--- src/rtl/sram_port_arbiter.sv ---
// sram_port_arbiter: shares one sram_fsm port between boot, instruction and data requesters.
// Round-robin between inst/data, req/ack handshake, sticky bus-hang watchdog. Rev 1.0
`default_nettype none

module sram_port_arbiter #(
  parameter int DATA_WIDTH     = 32,
  parameter int ADDR_WIDTH     = 20,
  parameter int TIMEOUT_CYCLES = 255
) (
  input  logic                  clk,
  input  logic                  rst_n,
  input  logic                  boot_mode_i,
  input  logic                  boot_req_i,
  input  logic [ADDR_WIDTH-1:0] boot_addr_i,
  input  logic [DATA_WIDTH-1:0] boot_wr_data_i,
  output logic                  boot_ack_o,
  input  logic                  inst_req_i,
  input  logic [ADDR_WIDTH-1:0] inst_addr_i,
  output logic [DATA_WIDTH-1:0] inst_rd_data_o,
  output logic                  inst_ack_o,
  input  logic                  data_req_i,
  input  logic                  data_we_i,
  input  logic [ADDR_WIDTH-1:0] data_addr_i,
  input  logic [DATA_WIDTH-1:0] data_wr_data_i,
  output logic [DATA_WIDTH-1:0] data_rd_data_o,
  output logic                  data_ack_o,
  output logic                  mem_rd_en_o,
  output logic                  mem_wr_en_o,
  output logic [ADDR_WIDTH-1:0] mem_addr_o,
  output logic [DATA_WIDTH-1:0] mem_wr_data_o,
  input  logic [DATA_WIDTH-1:0] mem_rd_data_i,
  input  logic                  mem_done_i,
  output logic [1:0]            grant_o,
  output logic                  timeout_err_o
);

  localparam int unsigned      c_CNT_W   = $clog2(TIMEOUT_CYCLES + 1);
  localparam logic [c_CNT_W-1:0] c_TIMEOUT = c_CNT_W'(TIMEOUT_CYCLES);
  localparam logic [1:0]       c_G_NONE  = 2'd0;
  localparam logic [1:0]       c_G_BOOT  = 2'd1;
  localparam logic [1:0]       c_G_INST  = 2'd2;
  localparam logic [1:0]       c_G_DATA  = 2'd3;

  typedef enum logic [1:0] {
    S_IDLE = 2'd0,
    S_BUSY = 2'd1,
    S_ACK  = 2'd2
  } state_t;

  state_t                state_q, state_d;
  logic [1:0]            owner_q, owner_d;
  logic                  last_inst_q, last_inst_d;
  logic [c_CNT_W-1:0]    cnt_q, cnt_d;
  logic [ADDR_WIDTH-1:0] mem_addr_q, mem_addr_d;
  logic [DATA_WIDTH-1:0] mem_wr_data_q, mem_wr_data_d;
  logic                  mem_rd_en_q, mem_rd_en_d;
  logic                  mem_wr_en_q, mem_wr_en_d;
  logic [1:0]            grant_q, grant_d;
  logic                  boot_ack_q, boot_ack_d;
  logic                  inst_ack_q, inst_ack_d;
  logic                  data_ack_q, data_ack_d;
  logic [DATA_WIDTH-1:0] inst_rd_q, inst_rd_d;
  logic [DATA_WIDTH-1:0] data_rd_q, data_rd_d;
  logic                  tout_q, tout_d;

  logic                  w_pick_boot;
  logic                  w_pick_inst;
  logic                  w_pick_data;
  logic [c_CNT_W-1:0]    w_cnt_inc;

  always_comb begin
    state_d       = state_q;
    owner_d       = owner_q;
    last_inst_d   = last_inst_q;
    cnt_d         = cnt_q;
    mem_addr_d    = mem_addr_q;
    mem_wr_data_d = mem_wr_data_q;
    mem_rd_en_d   = mem_rd_en_q;
    mem_wr_en_d   = mem_wr_en_q;
    grant_d       = grant_q;
    boot_ack_d    = 1'b0;
    inst_ack_d    = 1'b0;
    data_ack_d    = 1'b0;
    inst_rd_d     = inst_rd_q;
    data_rd_d     = data_rd_q;
    tout_d        = tout_q;

    // On a tie the port that did not win last time is served.
    w_pick_boot = boot_mode_i && boot_req_i;
    w_pick_inst = !boot_mode_i && inst_req_i && (!data_req_i || !last_inst_q);
    w_pick_data = !boot_mode_i && data_req_i && !w_pick_inst;
    w_cnt_inc   = cnt_q + 1'b1;

    case (state_q)
      S_IDLE: begin
        if (w_pick_boot) begin
          owner_d       = c_G_BOOT;
          mem_addr_d    = boot_addr_i;
          mem_wr_data_d = boot_wr_data_i;
          mem_wr_en_d   = 1'b1;
        end else if (w_pick_inst) begin
          owner_d     = c_G_INST;
          mem_addr_d  = inst_addr_i;
          mem_rd_en_d = 1'b1;
          last_inst_d = 1'b1;
        end else if (w_pick_data) begin
          owner_d       = c_G_DATA;
          mem_addr_d    = data_addr_i;
          mem_wr_data_d = data_wr_data_i;
          mem_rd_en_d   = !data_we_i;
          mem_wr_en_d   = data_we_i;
          last_inst_d   = 1'b0;
        end
        if (w_pick_boot || w_pick_inst || w_pick_data) begin
          grant_d = owner_d;
          cnt_d   = '0;
          state_d = S_BUSY;
        end
      end

      S_BUSY: begin
        if (mem_done_i || (w_cnt_inc == c_TIMEOUT)) begin
          mem_rd_en_d = 1'b0;
          mem_wr_en_d = 1'b0;
          grant_d     = c_G_NONE;
          boot_ack_d  = (owner_q == c_G_BOOT);
          inst_ack_d  = (owner_q == c_G_INST);
          data_ack_d  = (owner_q == c_G_DATA);
          state_d     = S_ACK;
          if (mem_done_i) begin
            if (mem_rd_en_q && owner_q == c_G_INST) inst_rd_d = mem_rd_data_i;
            if (mem_rd_en_q && owner_q == c_G_DATA) data_rd_d = mem_rd_data_i;
          end else begin
            // Watchdog abort: poison the read data so software can spot it.
            tout_d = 1'b1;
            if (owner_q == c_G_INST) inst_rd_d = '1;
            if (owner_q == c_G_DATA) data_rd_d = '1;
          end
        end else begin
          cnt_d = w_cnt_inc;
        end
      end

      S_ACK: state_d = S_IDLE;

      default: state_d = S_IDLE;
    endcase
  end

  always_ff @(posedge clk or negedge rst_n) begin
    if (!rst_n) begin
      state_q       <= S_IDLE;
      owner_q       <= c_G_NONE;
      last_inst_q   <= 1'b0;
      cnt_q         <= '0;
      mem_addr_q    <= '0;
      mem_wr_data_q <= '0;
      mem_rd_en_q   <= 1'b0;
      mem_wr_en_q   <= 1'b0;
      grant_q       <= c_G_NONE;
      boot_ack_q    <= 1'b0;
      inst_ack_q    <= 1'b0;
      data_ack_q    <= 1'b0;
      inst_rd_q     <= '0;
      data_rd_q     <= '0;
      tout_q        <= 1'b0;
    end else begin
      state_q       <= state_d;
      owner_q       <= owner_d;
      last_inst_q   <= last_inst_d;
      cnt_q         <= cnt_d;
      mem_addr_q    <= mem_addr_d;
      mem_wr_data_q <= mem_wr_data_d;
      mem_rd_en_q   <= mem_rd_en_d;
      mem_wr_en_q   <= mem_wr_en_d;
      grant_q       <= grant_d;
      boot_ack_q    <= boot_ack_d;
      inst_ack_q    <= inst_ack_d;
      data_ack_q    <= data_ack_d;
      inst_rd_q     <= inst_rd_d;
      data_rd_q     <= data_rd_d;
      tout_q        <= tout_d;
    end
  end

  assign boot_ack_o     = boot_ack_q;
  assign inst_ack_o     = inst_ack_q;
  assign data_ack_o     = data_ack_q;
  assign inst_rd_data_o = inst_rd_q;
  assign data_rd_data_o = data_rd_q;
  assign mem_rd_en_o    = mem_rd_en_q;
  assign mem_wr_en_o    = mem_wr_en_q;
  assign mem_addr_o     = mem_addr_q;
  assign mem_wr_data_o  = mem_wr_data_q;
  assign grant_o        = grant_q;
  assign timeout_err_o  = tout_q;

endmodule

`default_nettype wire

--- config.mk ---
export PLATFORM = sky130hd
export DESIGN_NAME = sram_port_arbiter
export DESIGN_NICKNAME = d
export VERILOG_FILES = /design/src/rtl/sram_port_arbiter.sv
export SDC_FILE = /design/constraint.sdc
export NUM_CORES = 1
export LEC_CHECK = 0
export ABC_AREA = 1
export CAP_MARGIN = 20
export CELL_PAD_IN_SITES_DETAIL_PLACEMENT = 0
export CELL_PAD_IN_SITES_GLOBAL_PLACEMENT = 2
export CORE_ASPECT_RATIO = 0.7
export CORE_MARGIN = 10
export CORE_UTILIZATION = 25
export CTS_CLUSTER_SIZE = 16
export DETAILED_ROUTE_END_ITERATION = 7
export PLACE_DENSITY_LB_ADDON = 0.05
export SLEW_MARGIN = 20
export SYNTH_ARGS = -nofsm -noshare
export SYNTH_HDL_FRONTEND = slang
export SYNTH_SLANG_ARGS = --single-unit
--- constraint.sdc ---
create_clock -name clk -period 2.6 [get_ports clk]
set_input_delay 0.65 -clock clk [delete_from_list [all_inputs] [get_ports clk]]
set_output_delay 0.65 -clock clk [all_outputs]
set_load 0.01 [all_outputs]
**Word-level counts from Yosys, hierarchy flattened**

Cells that the tools add are included.

- Register bits after elaboration: 137
- Bits in latches: 0
- RAM bits: 0
- ROM bits: 0
- Input port bits: 164
- Output and inout bits: 124
- Memories kept: 0

- Add/sub/neg operators: 1
- Multipliers: 0
- Div/mod/pow operators: 0
- Magnitude comparators: 0
- Equality and inequality tests: 15
- Shifts and indexed selects: 0
- Muxes and demuxes: 41
- Bitwise operators: 2
- Reduce and logical (&&, ||, !) cells: 34

Operator list:

| cell | count |
|---|---|
| $mux 32 | 9 |
| $mux 20 | 3 |
| $mux 8 | 2 |
| $pmux 8 s2 | 1 |
| $reduce_and 4->1 | 4 |
| $mux 1 | 15 |
| $reduce_and 3->1 | 5 |
| $mux 2 | 7 |
| $ne 2x2->1 const B | 5 |
| $reduce_bool 2->1 | 5 |
| $ne 3x3->1 const B | 3 |
| $add 8x1->8 const B | 1 |
| $eq 8x8->1 const B | 1 |
| $pmux 2 s2 | 2 |
| $logic_and 1x1->1 | 7 |
| $logic_not 1->1 | 5 |
| $eq 2x1->1 const B | 2 |
| $eq 2x2->1 const B | 2 |
| $logic_or 1x1->1 | 4 |
| $ne 2x1->1 const B | 2 |
| $pmux 1 s2 | 2 |
| $reduce_and 2->1 | 2 |
| $reduce_bool 3->1 | 1 |
| $logic_not 2->1 | 1 |
| $not 1->1 | 2 |

**Longest topological paths before layout**

Gate-level depths: netlist of run 1.

- Depth after elaboration: 10
- Depth in mapped cells: 13

**Least setup slack after synthesis of run 1**

Ideal clock, no wire load.

- Path type: input-to-reg
- From: input data_req_i
- To: register mem_addr_q[0], in the netlist mem_addr_o[0]
- Arrival time: 1.644 ns
- Slack: 0.832 ns
- Stages: 9
- Cell sequence: nand2_1 nand2_1 nor2_1 inv_1 a21oi_1 inv_1 clkbuf_1 nand2_1 nand2_1

- Longest elaborated chain between the ends: 7
- Elaborated cells between the ends (all ways): 10
- Classes of those cells: mux: 2; reduce/logical: 8

Ends and longest elaborated chain:

| element | line | RTL |
|---|---|---|
| start, declared | 21 | `input logic data_req_i,` |
| $logic_not 1->1 | 90 | `w_pick_inst = !boot_mode_i && inst_req_i && (!data_req_i \|\| !last_inst_q);` |
| $logic_or 1x1->1 | 90 |  |
| $logic_and 1x1->1 | 90 |  |
| $logic_not 1->1 | 91 | `w_pick_data = !boot_mode_i && data_req_i && !w_pick_inst;` |
| $logic_and 1x1->1 | 91 |  |
| $reduce_bool 3->1 (no source line) | n/a |  |
| $reduce_and 2->1 (no source line) | n/a |  |
| end signal, assigned | 172 | `mem_addr_q <= mem_addr_d;` |
| end, declared | 54 | `logic [ADDR_WIDTH-1:0] mem_addr_q, mem_addr_d;` |

Parallel ways exist; a longest one is shown, timed or not.
A chain may end at the register's enable or synchronous reset.

**Final worst setup path of run 1**

- From: register cnt_q[0]
- To: register data_rd_q[10], in the netlist data_rd_data_o[10]

- Longest elaborated chain between the ends: 4

Ends and longest elaborated chain:

| element | line | RTL |
|---|---|---|
| start, declared | 53 | `logic [c_CNT_W-1:0] cnt_q, cnt_d;` |
| start signal, assigned | 171 | `cnt_q <= cnt_d;` |
| $add 8x1->8 | 92 | `w_cnt_inc = cnt_q + 1'b1;` |
| $eq 8x8->1 | 122 | `if (mem_done_i \|\| (w_cnt_inc == c_TIMEOUT)) begin` |
| $logic_or 1x1->1 | 122 |  |
| $reduce_and 4->1 (no source line) | n/a |  |
| end signal, assigned | 181 | `data_rd_q <= data_rd_d;` |
| end, declared | 63 | `logic [DATA_WIDTH-1:0] data_rd_q, data_rd_d;` |

No other way between the ends.

==> results of run 1 <==
-- cell families after synthesis --
logic type      Yosys count  synth area share
compound gates           72           0.07547
fa+ha+maj                 2          0.003821
flops                   137            0.5235
simple gates            510            0.3403
buf+inv                  83           0.05694
-- per-layer routing --
metal | share of wire | GRT usage | vias to the layer above
met2 | 0.46 | 0.2529 | 153
met1 | 0.45 | 0.2029 | 2914
met5 | 0 | 0 | -
met4 | 0.0084 | 0.03770 | 0
met3 | 0.078 | 0.06825 | 14
li1 | - | - | 3216
-- registers in the layout (all words and copies together) (netlist names) --
name,cells
mem_rd_en_o,1
last_inst_q,1
boot_ack_o,1
mem_wr_data_o,32
grant_o,2
data_rd_data_o,32
state_q,2
inst_ack_o,1
timeout_err_o,1
mem_addr_o,20
owner_q,2
mem_wr_en_o,1
cnt_q,8
inst_rd_data_o,32
data_ack_o,1
-- how the worst min path moves through the flow --
stage	end	depth (start not counted)	from
finish	mem_addr_o[11]$_DFFE_PN0P_	1	rst_n
global route	mem_addr_o[11]$_DFFE_PN0P_	1	rst_n
CTS	mem_addr_o[11]$_DFFE_PN0P_	1	rst_n
detailed placement	inst_rd_data_o[3]$_DFFE_PN0P_	2	inst_rd_data_o[3]$_DFFE_PN0P_
global placement	data_rd_data_o[3]$_DFFE_PN0P_	2	data_rd_data_o[3]$_DFFE_PN0P_
floorplan	boot_ack_o$_DFF_PN0_	0	rst_n
-- power by group --
| group | leakage (nW) | switching [mW] | internal [mW] |
|---|---|---|---|
| logic | 2.75 | 2.47 | 2.41 |
| clock network | 0.282 | 0.980 | 1.53 |
| registers | 1.71 | 0.544 | 3.08 |
-- layout make-up --
type	instances	area, sq um	area share
sequential	137	3428	0.3285
timing repair buffer	313	3132	0.3000
multi-input combinational	584	2766	0.2650
clock buffer	20	446.7	0.04280
tap	331	414.1	0.03968
clock inverter	11	148.9	0.01427
inverter	27	101.3	0.009710
-- cells in the final DEF (no fill, tap or decap), types with 5 or more instances in the layout --
master,synthesis,routed
inv_1,25,24
nand3_1,30,30
o31ai_1,32,32
dfrtp_1,137,137
buf_4,0,21
buf_12,0,5
nand2_1,290,289
o21ai_1,8,8
nor2_1,82,82
clkbuf_16,0,17
o211ai_1,20,20
nand4_1,68,68
or2_2,32,32
clkdlybuf4s50_1,0,286
-- per-stage QoR --
stage               hold slack, ns    util  power [mW]  worst slack, ns  area, sq um
finish                      0.1617  0.4053       11.02           0.4090        10440
global route                0.1785  0.4053       11.83           0.1340        10440
CTS                         0.1676  0.4053       11.26           0.3985        10440
detailed placement          0.4581  0.3822       8.651           0.2679         9842
global placement            0.4539  0.3822       8.665           0.2690         9842
floorplan                   0.3544       -       5.671           0.8315         6549
==> impl_metrics.ini, run 1 <==
[floorplan]
coreArea_sq_um = 25750
dieArea_sq_um = 33170
rows = 49
die_w_microns = 213.4
die_h_microns = 155.4
ios = 288
start_util = 0.2543

[synth]
synth_area_per_cell_sq_um = 8.145
ys_top_cells_by_count = nand2_1 (290), dfrtp_1 (137), nor2_1 (82)
synth_largest_area_cell = dfrtp_1
ys.flop_type = dfrtp_1
ys_seq_elements = 137
synth_cell_type_count = 23
synthTopCellsByArea = dfrtp_1 (52%), nand2_1 (17%), nand4_1 (6.5%), nor2_1 (4.7%), o31ai_1 (3.7%)
netlist_area_sq_um = 6549
syn_inst = 804
synth-edff-count = 0
synth-warning-count = 0
yosysSeqAreaShare = 0.5235
synth_top_area_frac = 0.5235
async_flop_share = 1.000
synth.most_common_cell = nand2_1
syn-num-nets = 970

[global_routing]
grt_first_pass_wirelength_mm = 41.10
grt_overflow = 0
track_usage = 0.1620
grt_pass1_vias = 6547
grt_max_degree = 50
antenna_found_initial = 0

[sta]
timing.final.max_slew_violations = 0
slew_headroom = 0.6340
rsz0062_at_grt = false
fin_tns_setup_ns = 0
clock_skew_ns = 0.01181
period_share = 0.8427
setup_viol = 0
tightest_slew_ns = 0.5489
finalHoldViolCount = 0
fmax_ghz = 0.4564
finalCriticalPeriod_ns = 2.191

[placement]
io_buffers = 287
gp_congestion = 0.7283
dp_hpwl_mm = 19.51
dp_cells = 1392

[detailed_routing]
remaining_drc_errors = 0
vias_per_cell = 4.425
firstDrtPassIters = 6
drtAntennaViolNets = 0
drt_iter0_markers = 307
wirelength_mm = 26.64
wl_per_cell_microns = 18.72
num_vias = 6297

[setup_path]
rr_worst_depth = 10
setup.worst_path.end = data_rd_data_o[10]$_DFFE_PN0P_
worstSetupStartpointType = register
r2r_slack_ns = 0.41
path_buf_inv = 1
cp_data_arrival_time_ns = 2.55
path_common_cell = nand2_1
path_delay_family = simple AND/OR/NAND/NOR gates
cp-end-kind = register
startpoint = cnt_q[0]$_DFFE_PN0P_
crit_fanout = 34
cp_cell_sequence = ha_1 > nand3_1 > o21ai_1 > nand2_1 > nor2_1 > nand2_1 > nand2_2 > buf_4 > nand4_1 > nand2_1
reg2reg_from = cnt_q[0]$_DFFE_PN0P_
critPathMaxStageDelay_ns = 0.42
cp_num_cells = 10
crit_type = reg2reg
cp_data_required_time_ns = 2.96
slowest_stage = dfrtp_1
reg2reg_to = data_rd_data_o[10]$_DFFE_PN0P_

[outcome]
status = finished clean

[finish]
fillers = 2611
layout.nets = 1246
drive_gt1_frac = 0.09432
finalNonFillerCells = 1423
antenna_cells = 0
area_growth_pct = 59.38

[clocking]
cts_sinks = 137
cts_setup_buffers = 0
cts_root_buf = clkbuf_16
clock_latency_ns = 0.43
cts_buffer_depth = 2
clk_pin_slew_ns = 0.06
cts_tree = built
cts.hold.buffers_added = 0
cts-htree-levels = 4
cts_buffers = 17
post_cts_resized = 0

[flow_run]
cap_viol_max_count = 0

[power_and_ir_drop]
p_leak_nw = 4.747
vdd_drop_max_uv = 371.8
p_per_area_nw_per_um2 = 1056

[min_path]
min_path_type = in2async
No activity file was read; power rests on OpenSTA's default activity.
==> inputs of run 2 (changes only) <==
Settings changed: CORE_UTILIZATION 25 to 21.
Clock period 2.6 ns to 2 ns, I/O delays scaled along.
==> impl_metrics.ini, run 2 (synthesis results as in run 1) <==
[floorplan]
dieArea_sq_um = 38760
ios = 288
coreArea_sq_um = 30370
rows = 53
die_h_microns = 167.7
start_util = 0.2156
die_w_microns = 231.1

[global_routing]
grt_first_pass_wirelength_mm = 44.10
track_usage = 0.1476
grt_max_degree = 70
antenna_found_initial = 0
grt_pass1_vias = 6873
grt_overflow = 0

[sta]
finalCriticalPeriod_ns = 1.965
slew_headroom = 0.7705
fin_ws_ns = 0.03455
tightest_slew_ns = 0.3442
timing.final.max_slew_violations = 0
fin_tns_setup_ns = 0
period_share = 0.9827
rsz0062_at_grt = true
finalHoldViolCount = 0
fmax_ghz = 0.5088
setup_viol = 0
clock_skew_ns = 0.01043

[setup_path]
path_common_cell = nand2_2
crit_type = reg2reg
slowest_stage = dfrtp_1
worstSetupStartpointType = register
reg2reg_from = cnt_q[0]$_DFFE_PN0P_
cp-end-kind = register
cp_data_required_time_ns = 2.32
cp_data_arrival_time_ns = 2.29
cp_cell_sequence = ha_4 > nand2_1 > nand2_2 > nor2_2 > nand3_1 > nor2_2 > nand2_2 > nand2_4 > nand3_4 > clkbuf_16 > nand2_4 > nand2_2
critPathMaxStageDelay_ns = 0.43
crit_fanout = 8
startpoint = cnt_q[0]$_DFFE_PN0P_

[min_path]
holdCritStartpoint = inst_rd_data_o[18]$_DFFE_PN0P_
min_path_type = reg2reg

[power_and_ir_drop]
vdd_drop_max_uv = 513.3
p_total_mw = 15.09
p_per_area_nw_per_um2 = 1342
p_leak_nw = 5.042

[placement]
gp_congestion = 0.7350
io_buffers = 287
dp_cells = 1497
place_ws_ns = -0.2221
dp_hpwl_mm = 20.89

[clocking]
clk_pin_slew_ns = 0.06
cts_tree = built
clock_latency_ns = 0.43
cts_sinks = 137
cts_root_buf = clkbuf_16
cts_buffer_depth = 2
cts-htree-levels = 4
cts_buffers = 17

[finish]
drive_gt1_frac = 0.1643
layout_commonest_cell = clkdlybuf4s50_1
mostFrequentLayoutCells = clkdlybuf4s50_1 (284), nand2_1 (248), dfrtp_1 (137)
layout.nets = 1279
fin_util = 0.3704
finalNonFillerCells = 1538
antenna_cells = 0
area_growth_pct = 71.80

[flow_run]
cap_viol_max_count = 0

[detailed_routing]
drt_iter0_markers = 396
wirelength_mm = 28.98
wl_per_cell_microns = 18.84
firstDrtPassIters = 4
num_vias = 6506
vias_per_cell = 4.230
remaining_drc_errors = 0
drtAntennaViolNets = 0

[outcome]
status = finished clean
-- run 2: cell count changes in the layout (fill, tap and decap cells not counted), sizes merged --
| cell | delta |
|---|---|
| buf | +28 |
| clkbuf | +4 |
| clkinv | +2 |
| dlymetal6s2s | +2 |
| dlygate4sd3 | +1 |
| bufinv | -1 |
| clkdlybuf4s50 | -2 |
-- run 2: worst paths after layout --
kind                                                  end  depth (start not counted)  slack, ns
max in group asynchronous   mem_wr_data_o[28]$_DFFE_PN0P_                          3       0.87
hold / removal             inst_rd_data_o[18]$_DFFE_PN0P_                          2       0.47
hold reg to reg            inst_rd_data_o[18]$_DFFE_PN0P_                          2       0.47
setup / recovery           data_rd_data_o[28]$_DFFE_PN0P_                         12       0.03
setup reg to reg           data_rd_data_o[28]$_DFFE_PN0P_                         12       0.03
min in group asynchronous      mem_addr_o[10]$_DFFE_PN0P_                          2       0.51
-- run 2: timing repair --
action / 4_1_cts / 5_1_grt
resized for setup: 2 / 68
pin swaps: 0 / 12
setup endpoints to repair: 69 / 78
endpoints found under the hold margin: 19 / 0
gates cloned: 0 / 5
setup buffers: 0 / 3
hold buffers: 1 / 0
-- run 2: layout make-up --
cell class / instances / area (sq um)
fillers: 3169 / 19120
repair buffers: 346 / 3615
flip-flops and latches: 137 / 3428
multi-input cells: 584 / 3009
well taps: 412 / 515.5
clock buffers: 20 / 456.7
clock inverters: 12 / 125.1
inverters: 27 / 101.3
-- run 2: power by group --
| group | switching [mW] | internal [mW] | leakage, nW |
|---|---|---|---|
| Combinational | 3.53 | 3.60 | 3.05 |
| Clock | 1.30 | 1.89 | 0.282 |
| Sequential | 0.775 | 4.00 | 1.71 |
| Total | 5.60 | 9.49 | 5.04 |
-- run 2: metrics by stage --
step,hold WS (ns),area [sq um]
floorplan,0.2044,6549
global placement,0.3980,10290
detailed placement,0.3969,10290
CTS,0.4728,10890
global route,0.4955,11250
finish,0.4668,11250
-- run 2: per-layer routing --
| metal | vias up | wire, microns | part of all wire | track usage |
|---|---|---|---|---|
| li1 | 3285 | - | - | - |
| met1 | 3075 | 13150 | 0.45 | 0.1855 |
| met2 | 133 | 13980 | 0.48 | 0.2414 |
| met3 | 13 | 1646 | 0.057 | 0.04964 |
| met4 | 0 | 196 | 0.0068 | 0.02909 |
| met5 | - | 0 | 0 | 0 |
-- run 2: critical path: cells and delay by family, from the launching register on --
family | cells | cell delay, ns
AND/OR/NAND/NOR | 10 | 0.98
flip-flops | 1 | 0.43
buffers and inverters | 1 | 0.25
adder cells (fa/ha/maj) | 1 | 0.19
